## config.mk

```make
export PLATFORM = sky130hd
export DESIGN_NAME = upsampler2x2
export DESIGN_NICKNAME = d
export VERILOG_FILES = /design/src/rtl/upsampler2x2.sv
export SDC_FILE = /design/constraint.sdc
export NUM_CORES = 1
export LEC_CHECK = 0
export BUFFER_PORTS_ARGS = -buffer_cell sky130_fd_sc_hd__buf_2
export CAP_MARGIN = 20
export CORE_MARGIN = 2
export CORE_UTILIZATION = 60
export DETAILED_ROUTE_END_ITERATION = 16
export GPL_TIMING_DRIVEN = 0
export PLACE_DENSITY = 0.76
export SYNTH_ARGS = -nofsm -noshare
export SYNTH_HDL_FRONTEND = slang
export SYNTH_SLANG_ARGS = --single-unit
```

## constraint.sdc

```tcl
create_clock -name clk -period 3.5 [get_ports clk]
set_input_delay 0.35 -clock clk [delete_from_list [all_inputs] [get_ports clk]]
set_output_delay 0.35 -clock clk [all_outputs]
set_load 0.005 [all_outputs]
```

## src/rtl/upsampler2x2.sv

```systemverilog
// upsampler2x2 -- 2x nearest-neighbour image upsampler.
//
// A WxH frame of 8-bit pixels arrives in raster order and leaves as a 2Wx2H
// frame. Each input pixel is sent twice in a row, and each row is sent twice.
// The first copy of a row is built from the incoming pixels (FILL). As it is
// built, each pixel is also written to a line buffer. The second copy of the
// row is then read back from that buffer (REPLAY).
//
// Handshake (both ports): a word transfers on a rising edge where valid and
// ready are both high. Once out_valid is raised, pixel_out, out_valid and
// out_last hold steady until the word transfers. in_ready may depend
// combinationally on out_ready. The reverse never happens: no output depends
// on an input in that way.
//
// Ports:
//   clk        single clock, rising edge
//   rst_n      synchronous active-low reset
//   width      input row length W (0 keeps the block idle)
//   height     input row count H  (0 keeps the block idle)
//   in_valid   pixel_in valid
//   in_ready   block accepts pixel_in this cycle
//   pixel_in   signed input pixel
//   out_valid  pixel_out valid
//   out_ready  downstream accepts pixel_out
//   pixel_out  upsampled pixel (registered)
//   out_last   marks the final pixel of the output frame
//   frame_done one-cycle pulse after the out_last pixel transfers
//   state_dbg  current FSM state (IDLE=0, FILL=1, REPLAY=2), for observation
module upsampler2x2 #(
  parameter int IMAGE_WIDTH  = 128,
  parameter int IMAGE_HEIGHT = 128
) (
  input  logic       clk,
  input  logic       rst_n,
  input  logic [7:0] width,
  input  logic [7:0] height,
  input  logic       in_valid,
  output logic       in_ready,
  input  logic [7:0] pixel_in,
  output logic       out_valid,
  input  logic       out_ready,
  output logic [7:0] pixel_out,
  output logic       out_last,
  output logic       frame_done,
  output logic [1:0] state_dbg
);

  // Column indices fit in 8 bits, so IMAGE_WIDTH is limited to 256.
  localparam int AW = (IMAGE_WIDTH > 1) ? $clog2(IMAGE_WIDTH) : 1;
  localparam logic [7:0] W_MAX = 8'((IMAGE_WIDTH  > 255) ? 255 : IMAGE_WIDTH);
  localparam logic [7:0] H_MAX = 8'((IMAGE_HEIGHT > 255) ? 255 : IMAGE_HEIGHT);

  typedef enum logic [1:0] {IDLE = 2'd0, FILL = 2'd1, REPLAY = 2'd2} state_t;

  state_t     state, state_nxt;
  logic [7:0] w_lat, h_lat;
  logic [7:0] col, row;
  logic       phase;
  logic [7:0] hold;
  logic [7:0] linebuf [IMAGE_WIDTH];

  logic          adv;       // output register may take a new value
  logic          in_xfer;
  logic          last_col;
  logic          last_row;
  logic          start;
  logic [AW-1:0] col_idx;

  assign col_idx   = col[AW-1:0];
  assign state_dbg = state;

  always_comb begin
    adv       = !out_valid || out_ready;
    last_col  = (col == w_lat - 8'd1);
    last_row  = (row == h_lat - 8'd1);
    // A new frame may start only after the previous final pixel has drained.
    start     = !out_valid && (width != 8'd0) && (height != 8'd0);
    in_ready  = (state == FILL) && !phase && adv;
    in_xfer   = in_valid && in_ready;
    state_nxt = state;
    case (state)
      IDLE:    if (start) state_nxt = FILL;
      FILL:    if (phase && adv && last_col) state_nxt = REPLAY;
      REPLAY:  if (phase && adv && last_col) state_nxt = last_row ? IDLE : FILL;
      default: state_nxt = IDLE;
    endcase
  end

  always_ff @(posedge clk) begin
    if (!rst_n) state <= IDLE;
    else        state <= state_nxt;
  end

  // Line buffer has no reset; it is always rewritten before it is replayed.
  always_ff @(posedge clk) begin
    if (rst_n && in_xfer) linebuf[col_idx] <= pixel_in;
  end

  always_ff @(posedge clk) begin
    if (!rst_n) begin
      w_lat      <= 8'd0;
      h_lat      <= 8'd0;
      col        <= 8'd0;
      row        <= 8'd0;
      phase      <= 1'b0;
      hold       <= 8'd0;
      out_valid  <= 1'b0;
      pixel_out  <= 8'd0;
      out_last   <= 1'b0;
      frame_done <= 1'b0;
    end else begin
      frame_done <= 1'b0;
      case (state)
        IDLE: begin
          // out_valid can only be high here while the final pixel drains.
          if (out_valid) begin
            if (out_ready) begin
              out_valid  <= 1'b0;
              out_last   <= 1'b0;
              frame_done <= 1'b1;
            end
          end else if (start) begin
            w_lat <= (width  > W_MAX) ? W_MAX : width;
            h_lat <= (height > H_MAX) ? H_MAX : height;
            col   <= 8'd0;
            row   <= 8'd0;
            phase <= 1'b0;
          end
        end
        FILL: begin
          if (!phase) begin
            if (in_xfer) begin
              pixel_out <= pixel_in;
              out_valid <= 1'b1;
              hold      <= pixel_in;
              phase     <= 1'b1;
            end else if (adv) begin
              out_valid <= 1'b0;  // bubble while waiting for input
            end
          end else if (adv) begin
            pixel_out <= hold;
            out_valid <= 1'b1;
            phase     <= 1'b0;
            col       <= last_col ? 8'd0 : col + 8'd1;
          end
        end
        REPLAY: begin
          if (adv) begin
            pixel_out <= linebuf[col_idx];
            out_valid <= 1'b1;
            phase     <= !phase;
            if (phase) begin
              col <= last_col ? 8'd0 : col + 8'd1;
              if (last_col) begin
                if (last_row) out_last <= 1'b1;
                else          row      <= row + 8'd1;
              end
            end
          end
        end
        default: ;
      endcase
    end
  end

endmodule

```

==> results of run 1 <==
==> critical path, stage by stage (launching register included) <==
cell and delay, ns:
dfxtp_1 0.47, clkbuf_1 0.69, clkbuf_2 0.55, clkbuf_1 0.77, a21oi_1 0.20, o21ai_2 0.36
a221oi_2 0.16, o21bai_1 0.24
==> cell type report <==
| type | instances | area [µm²] |
|---|---|---|
| Sequential cell | 1085 | 31970 |
| Timing Repair Buffer | 58 | 546.8 |
| Buffer | 139 | 848.3 |
| Antenna cell | 2 | 5.005 |
| Clock buffer | 128 | 2776 |
| Tap cell | 950 | 1189 |
| Multi-Input combinational cell | 1120 | 11380 |
| Clock inverter | 67 | 559.3 |
| Fill cell | 4384 | 22030 |
| Inverter | 15 | 56.30 |
==> layout by cell type, fill, tap and decap left out, types with 9 or more instances in the layout <==
cell type	n
clkbuf_2	11
a211oi_1	11
clkbuf_4	10
nor3b_1	19
or3_1	14
nand4_1	15
nor2_4	71
buf_4	36
nor4_1	14
nor2b_1	19
nand2_1	69
o22ai_1	36
a21oi_1	83
nor2_2	26
clkinv_1	21
clkbuf_1	72
edfxtp_1	1024
o21ai_0	18
clkinv_2	25
buf_6	18
mux4_2	197
buf_2	53
nor3_1	27
nand3_1	19
inv_1	14
dfxtp_1	60
a31oi_1	9
xnor2_1	9
o21ai_1	17
clkbuf_16	107
mux2i_1	153
nor2_1	77
o221ai_1	69
==> flip-flops by register name (all words and copies together), names as in the netlist, named ones only <==
register    count
row             8
linebuf      1024
h_lat           8
out_valid       1
state_dbg       2
pixel_out       8
hold            8
frame_done      1
phase           1
col             8
out_last        1
w_lat           8
==> repair_timing <==
action | 4_1_cts | 5_1_grt
gates resized for setup | 232 | 75
endpoints found under the hold margin | 1 | 0
pin swaps | 7 | 5
setup endpoints to repair | 900 | 331
hold buffers | 1 | 0
setup buffers | 5 | 0
==> logic make-up after synthesis <==
| logic type | Yosys count | synth area share |
|---|---|---|
| DFF | 1085 | 0.7393 |
| buffers and inverters | 158 | 0.01797 |
| adders and majority gates | 8 | 0.002315 |
| muxes | 356 | 0.1396 |
| AOI/OAI and AO/OA | 304 | 0.04812 |
| and+or+nand+nor | 435 | 0.04925 |
| xor gates and xnor gates | 17 | 0.003443 |
==> per-layer routing <==
layer / up-vias / wire length, µm / part of all wire / GRT usage
met5: - / 23 / 0.00019 / 0
met4: 4 / 6473 / 0.054 / 0.1632
met3: 382 / 15470 / 0.13 / 0.09512
met2: 1887 / 55140 / 0.46 / 0.4917
met1: 12610 / 41970 / 0.35 / 0.4335
li1: 9995 / - / - / -
==> through the flow <==
step                cells  cell area, µm²
floorplan            2363           43240
global placement     3351           44620
detailed placement   3363           44920
CTS                  3560           49060
global route         3562           49330
finish               3564           49330
==> power by group <==
part,internal (mW),switching (mW),total (mW)
logic,1.49,2.15,3.64
clock network,6.17,4.87,11.0
registers,14.3,0.0898,14.4
total,21.9,7.11,29.0
==> final timing paths <==
check,from,cells past startpoint,endpoint,slack [ns]
hold reg to reg,col[7],2,col[7],0.50
hold / removal,width[5],4,w_lat[5],0.09
setup reg to reg,register,7,pixel_out[5],-0.11
setup / recovery,register,7,pixel_out[5],-0.11
==> flow_summary.ini, run 1 <==
[outcome]
status = finished with violations
violations = setup timing

[routing]
wl_per_cell_um = 33.41
vias = 24880
drt-total-wl_um = 119100
viasPerCell = 6.980
ant_nets = 0
drt-pass1-iter-count = 7
drtIter0Drc = 3770
drc_errors = 0

[critical_path]
cp-start-kind = register
critPathRequiredTime_ns = 4.06
worstSetupPathType = register to register
worstPathArrival_ns = 4.16
path_max_fanout = 10
end_kind = register

[yosys]
synth_cells = 2363
ys_warn_count = 0
synth_common_cells = edfxtp_1, mux4_2, nor2_1, mux2i_1, a21oi_1
synth_seq_cells = 1085
ys_top_cells_by_area = edfxtp_1, mux4_2, mux2i_1
synth.avg_cell_area_um2 = 18.30
yosysMostFrequentCell = edfxtp_1
syn-num-nets = 2399
ys.flop_type = edfxtp_1
synth_area_leader_cell = edfxtp_1
synth_top_area_frac = 0.7111
synth_cell_type_count = 70
async_reset_ff_frac = 0
syn_area_um2 = 43240
synth_edf_count = 1024
ys_seq_area_frac = 0.7393

[timing]
min_period_ns = 3.606
final.setup.worst_slack_ns = -0.1063
hold_violations = 0
whs_ns = 0.09187
finalSetupTns_ns = -1.074
tightest_slew_ns = 1.102
skew_ns = 0.03780
drv_slew = 0
fin_crit_sh = 1.030
max_freq_ghz = 0.2773
rsz0062_at_grt = true
setup_viol_count_final = 33
relSlewSlack = 0.2639

[min_path]
worstHoldPathType = input port to register

[cts]
cts_buffer_depth = 3
htreeDepth = 3
clk_pin_slew_ns = 0.06
cts_tree = done
cts_sinks = 1085
clk_latency_ns = 0.69
cts_root_buf = clkbuf_16
cts-buffers-inserted = 105

[final_layout]
syn_to_final_growth_pct = 14.08
final_nets = 2560
final_util = 0.6913
drive_gt1_frac = 0.2473

[die]
die_w_um = 272.5
dieArea_um2 = 74230
start_util = 0.6060
fp-row-count = 98
ioPinCount = 42
die_y_um = 272.5
core_um2 = 71360

[global_routing]
grt_antenna_before_repair = 3
grt_pass1_wl_um = 169900
grt_pass1_vias = 24330
grt_usage = 0.3242
grt_max_degree = 93
gr-total-overflow = 0

[place]
dp_slack_ns = -1.494
portBuffers = 38
place_hpwl_um = 77670
place.gp.congestion = 1.008

[power]
p_leak_nw = 14.95
finalPower_mw = 29.03
ir_drop_mv = 0.6487
power_density_nw_per_um2 = 588.4

[run]
cap_violations = 0
(Power assumes the default switching activity.)
==> run 2: changes to the inputs <==
GPL_TIMING_DRIVEN = 1   (was 0)
==> run 2 against run 1 <==
  * The run now ends clean
  * Final cell count grew 0.53%
  * Largest cell class unchanged
  * Utilization shrank 0.58 points
  * Hold slack lost 0.052 ns
  * Critical endpoint is now pixel_out[1]
  * Clock-buffer cell count grew 2
  * Critical path type unchanged
  * First-iteration DRC count shrank 16%
  * Non-clock buffer count grew 26
==> flow_summary.ini, run 2 (synthesis results as in run 1) <==
[critical_path]
critPathRequiredTime_ns = 4.08
rr_worst_depth = 8
r2r_setup_slack_ns = 0.12
endpoint = pixel_out[1]
slowest_delay_ns = 0.81
crit_cells = 8
worstPathArrival_ns = 3.96
end_kind = register
crit_family = compound AO/OA/AOI/OAI gates
worstSetupPathType = register to register
path_cells = buf_4 -> and3b_1 -> nand3_1 -> o21ai_0 -> a31oi_1 -> nand4_1 -> a221oi_1 -> o21bai_1
r2r-end = pixel_out[1]
cp-start-kind = register
path_max_fanout = 21
cp_slowest_cell = dfxtp_1
crit_buf_inv = 1

[final_layout]
drive_gt1_frac = 0.2281
fin_cells = 3583
largest_register_ffs = 1024
design_area_um2 = 48920
fill_cells = 4362
largest_register = linebuf
syn_to_final_growth_pct = 13.13
layout.cells.most_common = edfxtp_1
final_nets = 2585
layout_common_cells = edfxtp_1, mux4_2, buf_4

[power]
finalPower_mw = 28.60
power_switching_mw = 6.456
p_comb_frac = 0.107
p_leak_nw = 15.27
power_density_nw_per_um2 = 584.6
ir_drop_mv = 0.4611
swShare = 0.2258
clkPwrFrac = 0.389
p_seq_frac = 0.504
intPower_mw = 22.14

[cts]
cts_buffer_depth = 3
cts-buffers-inserted = 104
hold_buffers = 0
clk_pin_slew_ns = 0.06
cts_tree = done
clk_latency_ns = 0.66
cts_root_buf = clkbuf_16
post-cts-setup-buffers = 0
htreeDepth = 3
cts_sinks = 1085

[global_routing]
gr-total-overflow = 0
grt_pass1_wl_um = 155600
grt_antenna_before_repair = 3
grt_pass1_vias = 24030
grt_usage = 0.2872
grt_max_degree = 130

[timing]
min_period_ns = 3.382
final.setup.worst_slack_ns = 0.1182
whs_ns = 0.03978
rsz0062_at_grt = false
max_freq_ghz = 0.2957
skew_ns = 0.02917
setup_viol_count_final = 0
tightest_slew_ns = 1.046
fin_crit_sh = 0.9662
drv_slew = 0
relSlewSlack = 0.3030
hold_violations = 0

[min_path]
whs_path_depth = 3
worstHoldPathType = input port to register

[routing]
vias = 23900
drt-total-wl_um = 104400
drc_errors = 0
viasPerCell = 6.669
drt-pass1-iter-count = 6
drtIter0Drc = 3176
wl_per_cell_um = 29.13
ant_nets = 0

[place]
post-place-cells = 3393
place.gp.congestion = 0.9158
portBuffers = 41
place_hpwl_um = 64710
placed_area_um2 = 45520
dp_slack_ns = -0.02518

[die]
core_um2 = 71360
fp-row-count = 98
die_y_um = 272.5
dieArea_um2 = 74230
die_w_um = 272.5
ioPinCount = 42
start_util = 0.6060

[run]
cap_violations = 0

[outcome]
status = finished, final reports clean
## run 2: cell types whose count changed in the layout (fill, tap and decap cells not counted), moves of 11 or more
| cell | change |
|---|---|
| buf_12 | +15 |
| nor2_1 | +96 |
| buf_4 | +138 |
| clkbuf_1 | -54 |
| nor2_4 | -71 |
| buf_6 | -18 |
| buf_2 | -20 |
| o21ai_0 | +11 |
| nor2_2 | -25 |
| clkbuf_2 | -11 |
## run 2: final cells by class
cell class              count  area, µm²  share of cell area
well taps                 950       1189             0.02430
multi-input cells        1120      10520              0.2149
clock buffers             130       2803             0.05729
diodes                      2      5.005           0.0001023
repair buffers            223       1792             0.03663
flip-flops and latches   1085      31980              0.6537
clock inverters            58      579.3             0.01184
inverters                  15      56.30            0.001151
## run 2: worst min-delay path: stages
cell and delay, ns:
buf_2 0.12, nand2_1 0.12, nor3_1 0.06
## run 2: routing by layer
| metal | track usage | routed length, µm | up-vias |
|---|---|---|---|
| met5 | 0 | 16 | - |
| met4 | 0.1173 | 4647 | 2 |
| met3 | 0.06145 | 10570 | 266 |
| met2 | 0.4582 | 50340 | 1401 |
| met1 | 0.3914 | 38800 | 12200 |
| li1 | - | - | 10020 |
## run 2: how the worst min path moves through the flow
stage | from | slack (ns) | endpoint
2_1_floorplan | pixel_in[0] | 0.45 | linebuf[0][0]
6_report | out_ready | 0.04 | frame_done
5_1_grt | rst_n | 0.04 | out_last
3_5_place_dp | hold[3] | 0.49 | hold[3]
3_3_place_gp | hold[7] | 0.48 | hold[7]
4_1_cts | out_ready | 0.009 | frame_done
## run 2: power groups by stage
stage / Sequential (mW) / Clock, mW / Combinational [mW]
after floorplan: 14.6 / 0 / 2.25
after global placement: 14.7 / 0 / 2.97
after detailed placement: 14.7 / 0 / 3.07
after CTS: 14.4 / 11.2 / 3.08
after global routing: 14.4 / 11.7 / 3.27
final: 14.4 / 11.1 / 3.07
## run 2: through the flow
stage                       util  TNS [ns]
after CTS                 0.6853         0
after global routing      0.6854         0
final                     0.6855         0
after detailed placement  0.6378  -0.02518
after floorplan                -         0
after global placement    0.6378         0
## run 2: what timing repair did
item	CTS	global route
cloned	0	0
endpoints found under the hold margin	0	0
endpoints found under the setup margin	1	2
resized for setup	1	2
